File: src/rtl/regfile_sb_pkg.sv
// Shared sizing helpers and port-slice types for the scoreboarded register file.
package regfile_sb_pkg;

  localparam int MAX_NRPORTS = 4;
  localparam int MAX_NWPORTS = 2;
  localparam int MAX_AW      = 16;
  localparam int MAX_DW      = 64;

  function automatic int addr_width(input int nregs);
    return (nregs <= 1) ? 1 : $clog2(nregs);
  endfunction

  // Addresses are zero-extended to MAX_AW so read and write slices compare directly.
  typedef struct packed {
    logic              en;
    logic [MAX_AW-1:0] addr;
  } rport_t;

  typedef struct packed {
    logic              en;
    logic [MAX_AW-1:0] addr;
  } wport_t;

  typedef logic [MAX_DW-1:0] word_t;

endpackage

File: src/rtl/regfile_sb_scoreboard.sv
// Per-register pending bits: set on accepted allocation, cleared by writeback or flush.
module regfile_sb_scoreboard
  import regfile_sb_pkg::*;
#(
  parameter int  NUMREGS  = 32,
  parameter int  ZERO_REG = 1,
  localparam int AW       = addr_width(NUMREGS)
) (
  input  logic               clk_i,
  input  logic               rst_ni,
  input  logic [NUMREGS-1:0] clr_i,
  input  logic               alloc_valid_i,
  input  logic [AW-1:0]      alloc_addr_i,
  input  logic               flush_i,
  output logic               alloc_ready_o,
  output logic [NUMREGS-1:0] pending_o
);

  logic [NUMREGS-1:0] pend_q;
  logic [NUMREGS-1:0] set_vec;
  logic               alloc_zero;
  logic               ready;

  assign alloc_zero = (ZERO_REG != 0) && (alloc_addr_i == '0);

  // A same-cycle writeback frees the register, so re-allocation is allowed.
  always_comb begin
    ready   = 1'b0;
    set_vec = '0;
    if (!flush_i) begin
      ready = alloc_zero || !pend_q[alloc_addr_i] || clr_i[alloc_addr_i];
      if (alloc_valid_i && ready && !alloc_zero) begin
        set_vec[alloc_addr_i] = 1'b1;
      end
    end
  end

  always_ff @(posedge clk_i or negedge rst_ni) begin
    if (!rst_ni) begin
      pend_q <= '0;
    end else if (flush_i) begin
      pend_q <= '0;
    end else begin
      pend_q <= (pend_q & ~clr_i) | set_vec;
    end
  end

  assign alloc_ready_o = ready;
  assign pending_o     = pend_q;

endmodule

File: src/rtl/regfile_sb.sv
// Multi-port register file with write-to-read bypass and issue scoreboard.
// Optional stored parity per register when REGFILE_SB_PARITY_EN is defined.
module regfile_sb
  import regfile_sb_pkg::*;
#(
  parameter int  NUMREGS   = 32,
  parameter int  DATAWIDTH = 32,
  parameter int  NRPORTS   = 2,
  parameter int  NWPORTS   = 1,
  parameter int  ZERO_REG  = 1,
  localparam int AW        = addr_width(NUMREGS)
) (
  input  logic                           clk_i,
  input  logic                           rst_ni,
  input  logic [NRPORTS-1:0]             re_i,
  input  logic [NRPORTS*AW-1:0]          raddr_i,
  output logic [NRPORTS*DATAWIDTH-1:0]   rdata_o,
  output logic [NRPORTS-1:0]             rbusy_o,
  input  logic [NWPORTS-1:0]             we_i,
  input  logic [NWPORTS*AW-1:0]          waddr_i,
  input  logic [NWPORTS*DATAWIDTH-1:0]   wdata_i,
  input  logic                           alloc_valid_i,
  input  logic [AW-1:0]                  alloc_addr_i,
  output logic                           alloc_ready_o,
  input  logic                           flush_i,
  output logic [NUMREGS-1:0]             pending_o
`ifdef REGFILE_SB_PARITY_EN
  ,
  output logic [NRPORTS-1:0]             perr_o,
  input  logic                           perr_inject_i
`endif
);

  rport_t               rp [NRPORTS];
  wport_t               wp [NWPORTS];
  logic [DATAWIDTH-1:0] mem [NUMREGS];
  logic [NUMREGS-1:0]   clr_vec;
  logic [NRPORTS-1:0]   byp_hit;
  logic [DATAWIDTH-1:0] byp_data [NRPORTS];
  logic [NRPORTS-1:0]   rd_zero;

  always_comb begin
    for (int p = 0; p < NRPORTS; p++) begin
      rp[p].en   = re_i[p];
      rp[p].addr = MAX_AW'(raddr_i[p*AW +: AW]);
    end
    for (int i = 0; i < NWPORTS; i++) begin
      wp[i].en   = we_i[i];
      wp[i].addr = MAX_AW'(waddr_i[i*AW +: AW]);
    end
  end

  always_comb begin
    clr_vec = '0;
    for (int i = 0; i < NWPORTS; i++) begin
      if (wp[i].en) clr_vec[wp[i].addr[AW-1:0]] = 1'b1;
    end
  end

  // Later write ports override earlier ones, so the highest index wins the bypass.
  always_comb begin
    for (int p = 0; p < NRPORTS; p++) begin
      byp_hit[p]  = 1'b0;
      byp_data[p] = '0;
      for (int i = 0; i < NWPORTS; i++) begin
        if (wp[i].en && (wp[i].addr == rp[p].addr)) begin
          byp_hit[p]  = 1'b1;
          byp_data[p] = wdata_i[i*DATAWIDTH +: DATAWIDTH];
        end
      end
    end
  end

  always_comb begin
    for (int p = 0; p < NRPORTS; p++) begin
      rd_zero[p] = (ZERO_REG != 0) && (rp[p].addr == '0);
      if (!rp[p].en || rd_zero[p]) begin
        rdata_o[p*DATAWIDTH +: DATAWIDTH] = '0;
      end else if (byp_hit[p]) begin
        rdata_o[p*DATAWIDTH +: DATAWIDTH] = byp_data[p];
      end else begin
        rdata_o[p*DATAWIDTH +: DATAWIDTH] = mem[rp[p].addr[AW-1:0]];
      end
      rbusy_o[p] = rp[p].en && pending_o[rp[p].addr[AW-1:0]] && !byp_hit[p];
    end
  end

  always_ff @(posedge clk_i or negedge rst_ni) begin
    if (!rst_ni) begin
      for (int r = 0; r < NUMREGS; r++) mem[r] <= '0;
    end else begin
      for (int i = 0; i < NWPORTS; i++) begin
        if (wp[i].en && !((ZERO_REG != 0) && (wp[i].addr == '0))) begin
          mem[wp[i].addr[AW-1:0]] <= wdata_i[i*DATAWIDTH +: DATAWIDTH];
        end
      end
    end
  end

`ifdef REGFILE_SB_PARITY_EN
  logic [NUMREGS-1:0] par_q;

  always_ff @(posedge clk_i or negedge rst_ni) begin
    if (!rst_ni) begin
      par_q <= '0;
    end else begin
      for (int i = 0; i < NWPORTS; i++) begin
        if (wp[i].en && !((ZERO_REG != 0) && (wp[i].addr == '0))) begin
          par_q[wp[i].addr[AW-1:0]] <= (^wdata_i[i*DATAWIDTH +: DATAWIDTH]) ^ perr_inject_i;
        end
      end
    end
  end

  // Only stored data can be corrupt; bypassed data comes straight from writeback.
  always_comb begin
    for (int p = 0; p < NRPORTS; p++) begin
      perr_o[p] = rp[p].en && !byp_hit[p] && (rp[p].addr != '0) &&
                  ((^mem[rp[p].addr[AW-1:0]]) != par_q[rp[p].addr[AW-1:0]]);
    end
  end
`endif

  regfile_sb_scoreboard #(
    .NUMREGS  (NUMREGS),
    .ZERO_REG (ZERO_REG)
  ) u_scoreboard (
    .clk_i         (clk_i),
    .rst_ni        (rst_ni),
    .clr_i         (clr_vec),
    .alloc_valid_i (alloc_valid_i),
    .alloc_addr_i  (alloc_addr_i),
    .flush_i       (flush_i),
    .alloc_ready_o (alloc_ready_o),
    .pending_o     (pending_o)
  );

endmodule

File: config.mk
export PLATFORM = sky130hd
export DESIGN_NAME = regfile_sb
export DESIGN_NICKNAME = d
export VERILOG_FILES = /design/src/rtl/regfile_sb_pkg.sv /design/src/rtl/regfile_sb_scoreboard.sv /design/src/rtl/regfile_sb.sv
export SDC_FILE = /design/constraint.sdc
export NUM_CORES = 2
export LEC_CHECK = 0
export CORE_AREA = 2 2 303 305
export DETAILED_ROUTE_END_ITERATION = 12
export DIE_AREA = 0 0 305 307
export DONT_BUFFER_PORTS = 1
export PLACE_DENSITY = 0.85
export SLEW_MARGIN = 10
export SYNTH_ARGS = -nofsm -noshare
export SYNTH_HDL_FRONTEND = slang
export SYNTH_SLANG_ARGS = --single-unit
File: constraint.sdc
create_clock -name clk_i -period 4.2 [get_ports clk_i]
set_clock_uncertainty 0.1 [all_clocks]
set_input_delay 0.84 -clock clk_i [delete_from_list [all_inputs] [get_ports clk_i]]
set_output_delay 0.84 -clock clk_i [all_outputs]
set_load 0.005 [all_outputs]
==> run summary <==
Initial antenna violation count - 2
Final hold violation count - 0
Initial Util - 63.44%
Sw power - 7.397 mW
Post-cts resize count - 0
Sw Share - 25.65%
Asr flop ratio synth - 100.0%
Final min period - 4302 ps
Largest cells by area after synthesis - dfrtp_1 (46%), mux2_2 (20%), mux4_2 (20%), mux2i_1 (2.6%), clkbuf_1 (1.5%)
Fmax - 232.4 MHz
Post-synth EDFFs - 0
Nature of the critical path endpoint - output port
Failing checks - negative setup slack
Clk network pwr share - 34.5%
Ant diodes - 0
Final Net Count - 3713
Overflow after GRT - 0
CTS sink cnt - 1056
Max-slew violation count - 0
Post-route ant nets - 0
Final WL - 166.5 mm
Syn_area_per_cell - 14.92 µm²
Io pins - 158
Worst slew margin - 19.20%
Initial DRC Count - 4499
Fin crit share - 102.4%
Cts bufs inserted - 106
Vias in the first global route - 38330
Count leader, synth - dfrtp_1
Later-pin clock latency in the skew report - 670 ps
Total GRT Usage - 36.00%
First-pass GRT wire length - 251.0 mm
Reg power frac - 46.6%
Synth area leader - dfrtp_1
Max cap viols - 0
Net count after synthesis - 3914
Post-route DRC - 0
Int Power - 21.45 mW
Maximum VDD drop - 0.0003290 V
Hpwl dp - 93.92 mm
Post-route setup slack - -102.3 ps
H-tree depth - 3
Die height - 307 µm
Std-Cell Rows - 111
Pin count of the biggest net entering global routing - 1057
Worst EP required - 3260 ps
Yosys top cell area share - 45.93%
Area after DPL - 0.05810 mm²
Netlist Area Pre-Place - 0.05753 mm²
Setup tns final - -189.0 ps
Fraction of layout cells with a size suffix above 1 - 50.64%
Via count - 37090
Area grow syn2layout - 7.607%
Synth cell types - 60
Post-CTS Setup Inserts - 0
GPL Wtd Cong - 0.8622
Die area - 0.09364 mm²
Critical Path Source Type - input pin
Clock Root Buffer - clkbuf_16
WL/cell - 33.81 µm
PwrDens - 465.9 mW/mm²
CORE AREA - 0.09069 mm²
Clock Tree Buf Depth - 3
R2r setup slk - 1890 ps
Number of filler cells placed in the layout - 5728
Unrepaired setup endpoints after global routing - false
Top cells by count, synth - dfrtp_1 (1056), mux2_2 (1023), mux4_2 (509)
#FFs+latches synth - 1056
Critical Path Fanout Max - 230
CTS tree - done
Port-buffer cells - 0
Worst-margin pin slew - 1212 ps
Post-route cell area - 0.06191 mm²
Mapped Cells - 3855
Comb pwr share - 18.9%
LEAKAGE - 26.36 nW
Final setup vio count - 3
Critical Path AT - 3360 ps
Outcome - finished, violations left
Hold Crit Class - in2async
Seq/Total Area, Yosys - 45.93%
Synth warn - 0
WS Path Type - in2out
Reg clk slew, reported paths - 60 ps
Pre-antenna DRT Iters - 7
Synth Flop Type - dfrtp_1
Vias per cell - 7.532
Die width - 305 µm
## flip-flops by register name, summed over array words and instances (netlist names)
signal	count
u_scoreboard.pending_o	32
mem	1024
## routing by layer
metal,up-vias,wire [µm],share of wire (%),GRT usage [%]
met4,2,10260,6.2,19.76
li1,14580,-,-,-
met5,-,14,0.0084,0
met3,617,20050,12,10.23
met1,19530,59200,36,47.11
met2,2362,76960,46,54.96
## placed cells by master (no fill, tap or decap), types with 16 or more instances in the layout
cell type,instances
clkinv_2,27
mux2i_1,152
clkbuf_16,109
mux2_2,1023
dfrtp_1,1056
o22ai_1,55
nor2b_1,64
nand3b_1,17
nand2b_1,23
a211oi_1,45
mux4_2,509
o31ai_1,30
buf_4,122
clkbuf_8,16
a21oi_1,53
o221ai_1,41
nand2_1,75
nor3_1,16
nor2_1,28
a22o_1,17
## power by group through the flow
stage,registers (mW),logic [mW],clock network (mW)
6_report,13.4,5.44,9.96
5_1_grt,13.7,5.74,10.4
4_1_cts,13.4,5.18,10.0
3_5_place_dp,13.5,5.12,0
3_3_place_gp,13.3,4.95,0
2_1_floorplan,13.1,4.59,0
## worst max-delay path, cell delays in order
cell,delay (ps)
or3_2,720
buf_4,340
o221ai_1,260
a21oi_1,140
o221ai_1,610
buf_4,230
## final timing paths
path | start | end | cells after the start
max in group asynchronous | rst_ni | mem[779] | 4
worst min register to register | mem[1015] | mem[1015] | 0
worst max register to register | u_scoreboard.pending_o[6] | u_scoreboard.pending_o[11] | 6
worst max-delay path | raddr_i[6] | rdata_o[49] | 6
worst min-delay path | rst_ni | mem[186] | 1
min in group clk_i | wdata_i[12] | mem[748] | 1
## kinds of logic (layout without fill, tap and decap cells)
kind of cell / count (synthesis) / in the layout / share of synthesized area (%)
mux: 1685 / 1685 / 42.61
xor+xnor: 13 / 13 / 0.1979
buf+inv: 448 / 331 / 3.819
flops: 1056 / 1056 / 45.93
simple gates: 291 / 291 / 2.697
compound gates: 362 / 362 / 4.741
## layout make-up
class | count | area, µm² | area share [%]
Multi-Input combinational cell | 2351 | 29100 | 47.00
Sequential cell | 1056 | 26430 | 42.68
Clock buffer | 139 | 2979 | 4.812
Tap cell | 1186 | 1484 | 2.397
Timing Repair Buffer | 136 | 1239 | 2.001
Clock inverter | 53 | 670.6 | 1.083
Inverter | 3 | 11.26 | 0.01819
## stage by stage
| stage | hold WS [ps] | setup slack [ps] | util, % | power (mW) | cells |
|---|---|---|---|---|---|
| global route | 195.1 | 84.54 | 68.26 | 29.86 | 4924 |
| CTS | -174.4 | 204.6 | 68.08 | 28.60 | 4918 |
| detailed placement | 283.6 | 199.3 | 64.06 | 18.67 | 4726 |
| floorplan | 341.3 | 698.5 | - | 17.66 | 3855 |
| global placement | 276.5 | 250.9 | 64.06 | 18.29 | 4726 |
| finish | 93.65 | -102.3 | 68.26 | 28.84 | 4924 |
Note: power is estimated with default switching activity, not from simulation.
